$ cat src/rtl/rf_pkg.sv
// Shared types and defaults for the register-file writeback arbiter.
package rf_pkg;

  typedef enum logic {
    WB_EXU = 1'b0,
    WB_LSU = 1'b1
  } wb_src_e;

  localparam int RF_ADDR_WIDTH = 5;
  localparam int RF_DATA_WIDTH = 32;
  localparam int RF_ZERO_IDX   = 0;

endpackage

$ cat src/rtl/rr_arbiter2.sv
// Two-request round-robin arbiter with a 1-bit priority pointer and one-hot grant.
// Bit 0 of the request/grant vectors is the EXU, bit 1 the LSU.
module rr_arbiter2
  import rf_pkg::*;
(
  input  logic       clk,
  input  logic       rst_n,
  input  logic [1:0] i_req,
  output logic [1:0] o_gnt
);

  wb_src_e r_ptr;

  // A lone request always wins; the pointer only breaks ties.
  assign o_gnt[0] = i_req[0] && (!i_req[1] || (r_ptr == WB_EXU));
  assign o_gnt[1] = i_req[1] && (!i_req[0] || (r_ptr == WB_LSU));

  always_ff @(posedge clk or negedge rst_n) begin
    if (!rst_n) begin
      r_ptr <= WB_EXU;
    end else if (o_gnt[0]) begin
      r_ptr <= WB_LSU;
    end else if (o_gnt[1]) begin
      r_ptr <= WB_EXU;
    end
  end

endmodule

$ cat src/rtl/rf_wb_arbiter.sv
// Register-file write-port arbiter (EXU vs LSU) with a pending-write scoreboard.
// Optional feature macro RF_WB_BYPASS_EN adds output-stage forwarding ports.
module rf_wb_arbiter
  import rf_pkg::*;
#(
  parameter int ADDR_WIDTH = RF_ADDR_WIDTH,
  parameter int DATA_WIDTH = RF_DATA_WIDTH
) (
  input  logic                  clk,
  input  logic                  rst_n,
  input  logic                  exu_valid,
  output logic                  exu_ready,
  input  logic [ADDR_WIDTH-1:0] exu_rd,
  input  logic [DATA_WIDTH-1:0] exu_data,
  input  logic                  lsu_valid,
  output logic                  lsu_ready,
  input  logic [ADDR_WIDTH-1:0] lsu_rd,
  input  logic [DATA_WIDTH-1:0] lsu_data,
  output logic                  rf_wen,
  output logic [ADDR_WIDTH-1:0] rf_rd,
  output logic [DATA_WIDTH-1:0] rf_dataD,
  input  logic                  issue_valid,
  output logic                  issue_ready,
  input  logic [ADDR_WIDTH-1:0] issue_rd,
  input  logic [ADDR_WIDTH-1:0] rs1,
  input  logic [ADDR_WIDTH-1:0] rs2,
`ifdef RF_WB_BYPASS_EN
  output logic                  fwd1_valid,
  output logic [DATA_WIDTH-1:0] fwd1_data,
  output logic                  fwd2_valid,
  output logic [DATA_WIDTH-1:0] fwd2_data,
`endif
  output logic                  hazard1,
  output logic                  hazard2
);

  localparam int                    NREG    = 1 << ADDR_WIDTH;
  localparam logic [ADDR_WIDTH-1:0] ZERO_RD = ADDR_WIDTH'(RF_ZERO_IDX);

  logic [1:0]            w_gnt;
  logic                  w_wb_any;
  logic [ADDR_WIDTH-1:0] w_wb_rd;
  logic [DATA_WIDTH-1:0] w_wb_data;
  logic                  w_issue_fire;
  logic [NREG-1:0]       w_pending_nxt;

  logic                  r_wen;
  logic [ADDR_WIDTH-1:0] r_rd;
  logic [DATA_WIDTH-1:0] r_data;
  logic [NREG-1:0]       r_pending;

  rr_arbiter2 u_arb (
    .clk   (clk),
    .rst_n (rst_n),
    .i_req ({lsu_valid, exu_valid}),
    .o_gnt (w_gnt)
  );

  assign exu_ready = w_gnt[0];
  assign lsu_ready = w_gnt[1];
  assign w_wb_any  = |w_gnt;
  assign w_wb_rd   = w_gnt[1] ? lsu_rd   : exu_rd;
  assign w_wb_data = w_gnt[1] ? lsu_data : exu_data;

  // Output stage: the register file always accepts, so this never stalls.
  always_ff @(posedge clk or negedge rst_n) begin
    if (!rst_n) begin
      r_wen  <= 1'b0;
      r_rd   <= '0;
      r_data <= '0;
    end else begin
      r_wen <= w_wb_any && (w_wb_rd != ZERO_RD);
      if (w_wb_any) begin
        r_rd   <= w_wb_rd;
        r_data <= w_wb_data;
      end
    end
  end

  assign rf_wen   = r_wen;
  assign rf_rd    = r_rd;
  assign rf_dataD = r_data;

  // One write per register in flight: a second issue to a pending rd waits.
  assign issue_ready  = !r_pending[issue_rd] || (issue_rd == ZERO_RD);
  assign w_issue_fire = issue_valid && issue_ready && (issue_rd != ZERO_RD);

  // Set is applied after clear so a same-cycle issue to the same rd wins.
  always_comb begin
    w_pending_nxt = r_pending;
    if (w_wb_any) begin
      w_pending_nxt[w_wb_rd] = 1'b0;
    end
    if (w_issue_fire) begin
      w_pending_nxt[issue_rd] = 1'b1;
    end
    w_pending_nxt[RF_ZERO_IDX] = 1'b0;
  end

  always_ff @(posedge clk or negedge rst_n) begin
    if (!rst_n) begin
      r_pending <= '0;
    end else begin
      r_pending <= w_pending_nxt;
    end
  end

`ifdef RF_WB_BYPASS_EN
  assign fwd1_valid = r_wen && (r_rd == rs1);
  assign fwd1_data  = r_data;
  assign fwd2_valid = r_wen && (r_rd == rs2);
  assign fwd2_data  = r_data;
  assign hazard1    = (rs1 != ZERO_RD) && r_pending[rs1];
  assign hazard2    = (rs2 != ZERO_RD) && r_pending[rs2];
`else
  // Data in the output stage is not yet in the register file array.
  assign hazard1 = (rs1 != ZERO_RD) && (r_pending[rs1] || (r_wen && (r_rd == rs1)));
  assign hazard2 = (rs2 != ZERO_RD) && (r_pending[rs2] || (r_wen && (r_rd == rs2)));
`endif

endmodule

$ cat config.mk
export PLATFORM = sky130hd
export DESIGN_NAME = rf_wb_arbiter
export DESIGN_NICKNAME = d
export VERILOG_FILES = /design/src/rtl/rf_pkg.sv /design/src/rtl/rr_arbiter2.sv /design/src/rtl/rf_wb_arbiter.sv
export SDC_FILE = /design/constraint.sdc
export NUM_CORES = 1
export LEC_CHECK = 0
export CAP_MARGIN = 25
export CORE_UTILIZATION = 47
export CTS_BUF_LIST = sky130_fd_sc_hd__clkbuf_4
export DETAILED_ROUTE_END_ITERATION = 8
export PLACE_DENSITY = 0.87
export SYNTH_ARGS = -nofsm -noshare
export SYNTH_HDL_FRONTEND = slang
export SYNTH_SLANG_ARGS = --single-unit
$ cat constraint.sdc
create_clock -name clk -period 8 [get_ports clk]
set_input_delay 2.4 -clock clk [delete_from_list [all_inputs] [get_ports clk]]
set_output_delay 2.4 -clock clk [all_outputs]
set_load 0.03 [all_outputs]
# --- After elaboration in Yosys (flattened, before gate mapping) ---
# Index checks and enable logic that the tools add are counted.
totals:
  regBits: 70
  output_inout_bits: 43
  input_bits: 94
classes:
  muxes: 16
  n_lt_le_gt_ge: 6
  n_reduce_logical: 26
  n_eq_ne: 2
  bitwise: 4
ops:
  columns: ["operator", "n"]
  rows:
  - ["$mux W32", 3]
  - ["$and A32 B32 Y32", 1]
  - ["$not A32 Y32", 1]
  - ["$or A32 B32 Y32", 1]
  - ["$lt A5 B6 Y1 const B", 4]
  - ["$reduce_bool A5 Y1", 4]
  - ["$bmux W1 S5", 3]
  - ["$logic_and A1 B1 Y1", 11]
  - ["$demux W1 S5", 2]
  - ["$eq A5 B5 Y1", 2]
  - ["$ge A5 B1 Y1 const B", 2]
  - ["$mux W1", 7]
  - ["$logic_not A5 Y1", 1]
  - ["$logic_or A1 B1 Y1", 5]
  - ["$mux W5", 1]
  - ["$logic_not A1 Y1", 3]
  - ["$reduce_bool A2 Y1", 1]
  - ["$reduce_or A2 Y1", 1]
  - ["$not A1 Y1", 1]

# --- Longest topological paths before layout ---
# Gate-level depths: netlist of run 1.
depth:
  ltp_word: 13
  mapped_depth: 9
  mapped_depth_nobuf: 6

# --- Modules after synthesis ---
# From an unflattened synthesis of run 1, not the netlist that was laid out.
hier_totals:
  hier_cells: 406
  area_unflattened_um2: 4159.0
modules_own_cells:
  columns: ["module", "area_each_um2", "n_inst", "cells_per_inst"]
  rows:
  - ["rf_wb_arbiter", 4105.2, 1, 400]
  - ["rr_arbiter2", 53.8, 1, 6]

# --- Worst setup path before layout of run 1 ---
# OpenSTA, ideal clock, no wires.
synth_path:
  kind: "input port to output port"
  startpoint: "in issue_rd[0]"
  endpoint: "out issue_ready"
  path_stages: 9
  arrival_time_ns: 4.208
  slack_ns: 1.392
  path_cell_list: "buf_6 > buf_8 > mux4_2 > clkinv_1 > o22ai_1 > or3_1 > buf_6 > buf_6 > nor2_1"
synth_between:
  elab_chain_cells: 4
  elab_cells_between_ends: 5
synth_rtl:
  columns: ["item", "line_no", "source"]
  rows:
  - ["start: declaration", "rf_wb_arbiter.sv:24", "input logic [ADDR_WIDTH-1:0] issue_rd,"]
  - ["$bmux W1 S5", "rf_wb_arbiter.sv:85", "assign issue_ready = !r_pending[issue_rd] || (issue_rd == ZERO_RD);"]
  - ["$mux W1 (implied by the code)", "rf_wb_arbiter.sv:85", null]
  - ["$logic_not A1 Y1", "rf_wb_arbiter.sv:85", null]
  - ["$logic_or A1 B1 Y1 *", "rf_wb_arbiter.sv:85", null]
  - ["end: declaration", "rf_wb_arbiter.sv:23", "output logic issue_ready,"]
# Mark *: on every way between the ends. The rest lies on a longest branch, timed or not. The select of a mux whose other input is x is not followed.

# --- Final worst setup path of run 1 ---
layout_path:
  startpoint: "in rs2[0]"
  endpoint: "out hazard2"
layout_between:
  elab_chain_cells: 4
  elab_cells_between_ends: 7
layout_rtl:
  columns: ["item", "line_no", "source"]
  rows:
  - ["start: declaration", "rf_wb_arbiter.sv:26", "input logic [ADDR_WIDTH-1:0] rs2,"]
  - ["$bmux W1 S5 or $eq A5 B5 Y1 (tied branches)", "rf_wb_arbiter.sv:118", "assign hazard2 = (rs2 != ZERO_RD) && (r_pending[rs2] || (r_wen && (r_rd == rs2)));"]
  - ["$mux W1 (implied by the code) or $logic_and A1 B1 Y1 (tied branches)", "rf_wb_arbiter.sv:118", null]
  - ["$logic_or A1 B1 Y1", "rf_wb_arbiter.sv:118", null]
  - ["$logic_and A1 B1 Y1 *", "rf_wb_arbiter.sv:118", null]
  - ["end: declaration", "rf_wb_arbiter.sv:34", "output logic hazard2"]
# Marked as above.

==> results of run 1 <==
final timing paths:
path	startpoint	end	slack, ns	cells past startpoint
max	rs2[0]	hazard2	0.36	5
min	rf_dataD[10]$_DFFE_PN0N_	rf_dataD[10]$_DFFE_PN0N_	0.55	2
max reg2reg	u_arb.r_ptr$_DFFE_PN0N_	rf_wen$_DFF_PN0_	5.20	6
min reg2reg	rf_dataD[10]$_DFFE_PN0N_	rf_dataD[10]$_DFFE_PN0N_	0.55	2
max in group asynchronous	rst_n	rf_dataD[19]$_DFFE_PN0N_	5.24	2
min in group asynchronous	rst_n	rf_dataD[27]$_DFFE_PN0N_	2.14	2
routing by layer:
layer,vias up,wire length [µm],GRT usage (%)
li1,1935,-,-
met1,2067,5338,38.68
met2,281,6607,47.18
met3,56,1347,7.874
met4,0,576,13.05
met5,-,0,0
placed cells by master (no fill, tap or decap), drive strengths merged, types with 2 or more instances in the layout:
| master | Yosys | final |
|---|---|---|
| xor2 | 4 | 4 |
| or3 | 3 | 3 |
| mux2i | 11 | 11 |
| nand3 | 5 | 5 |
| clkinv | 1 | 4 |
| inv | 18 | 18 |
| clkinvlp | 0 | 2 |
| nor2b | 2 | 2 |
| o21ai | 12 | 12 |
| xnor2 | 6 | 6 |
| bufinv | 0 | 2 |
| nand2 | 63 | 63 |
| clkdlybuf4s50 | 0 | 134 |
| a31oi | 35 | 35 |
| nand3b | 4 | 4 |
| a21oi | 12 | 12 |
| dfrtp | 70 | 70 |
| clkbuf | 16 | 9 |
| o41ai | 2 | 2 |
| nor3 | 3 | 3 |
| o31ai | 53 | 53 |
| nand2b | 3 | 3 |
| buf | 20 | 9 |
| or3b | 3 | 3 |
| mux2 | 6 | 6 |
| o22ai | 15 | 15 |
| mux4 | 22 | 22 |
| nor4 | 4 | 4 |
| nor2 | 46 | 46 |
sequential cells by signal, summed over array words and instances (netlist names):
name         cells
rf_dataD        32
rf_wen           1
rf_rd            5
r_pending       31
u_arb.r_ptr      1
logic make-up after synthesis:
logic type / share of synthesized area (%)
AND/OR/NAND/NOR: 14.01
AO/OA/AOI/OAI: 21.53
flip-flops: 40.36
buffers and inverters: 6.313
multiplexers: 15.77
XOR/XNOR: 2.018
power groups by stage:
stage | combinational, mW | clock, mW | sequential (mW)
2_1_floorplan | 0.274 | 0 | 0.550
6_report | 0.505 | 0.255 | 0.534
4_1_cts | 0.501 | 0.257 | 0.525
5_1_grt | 0.537 | 0.277 | 0.539
3_5_place_dp | 0.496 | 0 | 0.531
3_3_place_gp | 0.481 | 0 | 0.525
cell type report:
class,instances,share of cell area [%]
flip-flops and latches,70,30.02
clock buffers,9,1.158
clock inverters,7,1.522
repair buffers,143,24.10
well taps,108,2.316
multi-input cells,328,39.67
inverters,19,1.222
worst min-delay path: cells and delay by family, from the launching register on:
kind | cells | cell delay, ns
DFF | 1 | 0.39
and+or+nand+nor | 1 | 0.06
AOI/OAI and AO/OA | 1 | 0.07
stage by stage:
step	hold WS [ns]	power, mW	setup WS, ns	cells
floorplan	0.4976	0.8238	1.392	453
global placement	0.5288	1.006	0.3597	668
detailed placement	0.5297	1.027	0.3528	668
CTS	0.5508	1.283	0.3236	684
global route	0.5686	1.354	0.1988	684
finish	0.5476	1.293	0.3550	684
==> flow_metrics.tcl, run 1 <==
set metrics [dict create \
    crit_fanout 11 \
    cts.path.max_buffers 2 \
    clock_sink_count 70 \
    vdd_drop_max_v 0.00009353 \
    cts_htree_levels 3 \
    crit_required_ns 5.60 \
    cpLargestDelayFamily "buffers and inverters" \
    grt_pass1_vias 4256 \
    cap_violations 0 \
    die_h_um 98.10 \
    yosysMostFrequentCell "dfrtp_1" \
    worst_pin_slew_ns 0.9260 \
    gp_congestion 0.9066 \
    viasPerCell 6.344 \
    cts_tree "done" \
    yosys-top-cells-area "dfrtp_1 40%, mux4_2 9.9%, o31ai_1 9.2%" \
    min_period_ns 7.645 \
    cts-root-buf "clkbuf_4" \
    switching_power_mw 0.4868 \
    synth_commonest_cells "70 x dfrtp_1, 63 x nand2_1, 53 x o31ai_1" \
    wl_per_cell_um 20.28 \
    design_area_um2 5836 \
    slew_violations 0 \
    place_area_um2 5679 \
    tns_ns 0 \
    io_pins 137 \
    routed_wl_mm 13.87 \
    ctsResizeCount 0 \
    multi_input_area_um2 2315 \
    antenna_found_initial 0 \
    synth_nets 547 \
    violations "DRC" \
    netlist_area_um2 4340 \
    drc 9 \
    hold_violations 0 \
    yosys.cell_types.count 46 \
    rsz0062_at_grt "no" \
    clkSlewWorstSetupHoldPaths_ns 0.12 \
    synth_cells 453 \
    yosysTopAreaCell "dfrtp_1" \
    arrival_ns 5.24 \
    placement.io_buffers 136 \
    start_util_pct 49.05 \
    ant_nets 0 \
    status "finished with violations" \
    place_hpwl_mm 9.814 \
    post-cts-setup-buffer-count 0 \
    crit_chain "clkdlybuf4s50_1, mux4_2, mux4_2, o32a_1, clkdlybuf4s50_1" \
    cp.buffers_inverters 2 \
    hp-class "flip-flop to flip-flop" \
    areaGrowthSynthToFinish_pct 34.45 \
    fp-row-count 34 \
    power.density_nw_per_um2 221.6 \
    core_um2 8848 \
    clkPwrFrac_pct 19.7 \
    max-slew-margin-rel_pct 37.98 \
    die_w_um 98.10 \
    fin_nets 665 \
    ys_warn_count 0 \
    die-area_um2 9624 \
    worst_skew_pair.late_latency_ns 0.43 \
    grt-ovfl-total 0 \
    finClkSkew_ns 0.02721 \
    yosys_most_used_dff "dfrtp_1" \
    switching_share_pct 37.64 \
    p_comb_share_pct 39.0 \
    final_core_util_pct 65.95 \
    grt_max_degree 71 \
    synth_enable_flop_cells 0 \
    grtUsageTotal_pct 29.81 \
    postCtsHoldBufs 0 \
    synth_top_area_share_pct 40.36 \
    intPower_mw 0.8066 \
    ys_seq_elements 70 \
    num_antenna_cells 0 \
    vias 4339 \
    synthArstFlopShare_pct 100.0 \
    crit_slowest_cell "clkdlybuf4s50_1" \
    grt_pass1_wl_mm 22.21 \
    p_leak_nw 2.326 \
    seqCellArea_um2 1752 \
    dr.pass1.iters 9 \
    setup_violations 0 \
    period_share_pct 95.56 \
    drt_iter0_markers 509 \
    ys_seq_area_share_pct 40.36 \
    fill_cells 661 \
    slowest_delay_ns 0.85 \
    worst-setup-path-type "input pin to primary output" \
    layout-drive-gt1-share_pct 9.375 \
    max_clock_freq_ghz 0.1308 \
    pwr-share-seq_pct 41.3 \
    start_kind "input pin" \
    syn_area_per_cell_um2 9.581 \
    cts_inserted_buffers 9 \
    end_kind "primary output" \
]
Note: power is estimated with default switching activity, not from simulation.
==> run 2, diff against run 1 <==
- CORE_UTILIZATION: 47 -> 43
- CTS_BUF_LIST: sky130_fd_sc_hd__clkbuf_4 -> sky130_fd_sc_hd__clkbuf_8 sky130_fd_sc_hd__clkbuf_16
- PLACE_DENSITY: 0.87 -> 0.84
- clock period: 8 -> 6.7 ns (I/O delays scaled with it)
==> run 2 against run 1 <==
Critical path type unchanged. Clock power is 26% higher. Sequential cell count stayed put. Largest cell class unchanged. Combinational power is 20% higher. Clock skew is 0.019 ns lower. First-iteration DRC count is 31% lower. Final cell count is 4.8% higher. The run now ends clean. Worst hold slack worse by 0.0035 ns.
==> flow_metrics.tcl, run 2 (synthesized netlist as in run 1, its figures left out) <==
set metrics [dict create \
    post-cts-setup-buffer-count 0 \
    grt_pass1_wl_mm 21.82 \
    slew_violations 0 \
    die_h_um 102.5 \
    grt_max_degree 71 \
    r2r_slack_ns 3.96 \
    num_antenna_cells 0 \
    drt_iter0_markers 352 \
    max_clock_freq_ghz 0.1505 \
    routed_wl_mm 13.65 \
    worst_skew_pair.late_latency_ns 0.36 \
    setup_violations 0 \
    fp-row-count 36 \
    grtUsageTotal_pct 27.25 \
    wl_per_cell_um 19.03 \
    min_period_ns 6.643 \
    timing.rr.end "rf_wen$_DFF_PN0_" \
    finClkSkew_ns 0.008117 \
    grt_pass1_vias 4438 \
    p_leak_nw 2.389 \
    min_from "rf_dataD[20]$_DFFE_PN0N_" \
    layout-drive-gt1-share_pct 10.96 \
    crit_required_ns 4.69 \
    hold_end "rf_dataD[20]$_DFFE_PN0N_" \
    end_kind "primary output" \
    die_w_um 102.5 \
    worst-setup-path-type "input pin to primary output" \
    viasPerCell 6.003 \
    start_util_pct 44.41 \
    cts-root-buf "clkbuf_8" \
    ant_nets 0 \
    cts_htree_levels 3 \
    antenna_found_initial 1 \
    gp_congestion 0.9692 \
    period_share_pct 99.15 \
    placement.io_buffers 136 \
    power.density_nw_per_um2 262.6 \
    dr.pass1.iters 5 \
    vdd_drop_max_v 0.0001200 \
    fin_nets 673 \
    ctsResizeCount 0 \
    tns_ns 0 \
    worst_pin_slew_ns 0.9937 \
    status "finished clean" \
    cap_violations 0 \
    layout_common_cells "133 x clkdlybuf4s50_1, 70 x dfrtp_1, 62 x nand2_1" \
    vias 4304 \
    clock_sink_count 70 \
    crit_fanout 5 \
    cts.path.max_buffers 2 \
    drc 0 \
    hold_violations 0 \
    die-area_um2 10500 \
    rsz0062_at_grt "no" \
    hp-class "flip-flop to flip-flop" \
    grt-ovfl-total 0 \
    r2r_start "u_arb.r_ptr$_DFFE_PN0N_" \
    clkSlewWorstSetupHoldPaths_ns 0.07 \
    areaGrowthSynthToFinish_pct 37.50 \
    arrival_ns 4.63 \
    max-slew-margin-rel_pct 33.44 \
    cts_inserted_buffers 9 \
    cts_tree "done" \
    min_path_cells 2 \
    io_pins 137 \
    postCtsHoldBufs 0 \
    final_common_cell "clkdlybuf4s50_1" \
    place_hpwl_mm 9.864 \
    start_kind "input pin" \
    final_core_util_pct 61.06 \
    core_um2 9774 \
    reg2regPathDepth 6 \
    largest_reg_flops 32 \
]
run 2: cell count changes in the layout (fill, tap and decap cells not counted), sizes merged:
cell,delta
buf,+9
bufinv,-2
clkbuf,+2
clkdlybuf4s50,-1
clkinv,-1
clkinvlp,-1
inv,+2
run 2: worst max-delay path, stage by stage:
cell,delay [ns]
clkdlybuf4s50_1,0.65
mux4_2,0.55
mux4_2,0.48
o32a_1,0.34
clkdlybuf4s50_1,0.60
run 2: through the flow:
stage	cell area, µm²	instances	total power [mW]	setup WS [ns]	hold slack, ns
2_1_floorplan	4340	453	0.9837	0.8716	0.4976
3_3_place_gp	5783	701	1.217	0.08937	0.5289
3_5_place_dp	5783	701	1.240	0.06891	0.5371
4_1_cts	5968	717	1.563	0.06367	0.5519
5_1_grt	5968	717	1.641	0.001831	0.5621
6_report	5968	717	1.568	0.05718	0.5441
run 2: layer usage:
| metal | global-route usage (%) | vias to the layer above | wire (µm) |
|---|---|---|---|
| li1 | - | 1955 | - |
| met1 | 33.88 | 2048 | 5282 |
| met2 | 44.00 | 248 | 6541 |
| met3 | 6.703 | 51 | 1369 |
| met4 | 14.18 | 2 | 438 |
| met5 | 0 | - | 13 |
run 2: area by class of cell:
type,instances,area (µm²)
Fill cell,831,3806
Multi-Input combinational cell,328,2317
Sequential cell,70,1752
Timing Repair Buffer,151,1476
Tap cell,133,166.4
Clock buffer,11,151.4
Inverter,19,71.32
Clock inverter,5,33.78
run 2: how the worst max path moves through the flow:
stage / startpoint / to / slack (ns)
after floorplan: issue_rd[0] / issue_ready / 0.87
after global placement: rs2[0] / hazard2 / 0.09
after detailed placement: rs2[0] / hazard2 / 0.07
after CTS: rs2[0] / hazard2 / 0.06
after global routing: rs2[0] / hazard2 / 0.002
final: rs2[0] / hazard2 / 0.06
run 2: power by group:
| group | leakage, nW | internal, mW | switching (mW) | total [mW] |
|---|---|---|---|---|
| Sequential | 0.835 | 0.519 | 0.120 | 0.639 |
| Combinational | 1.46 | 0.303 | 0.304 | 0.607 |
| Clock | 0.0971 | 0.155 | 0.167 | 0.322 |
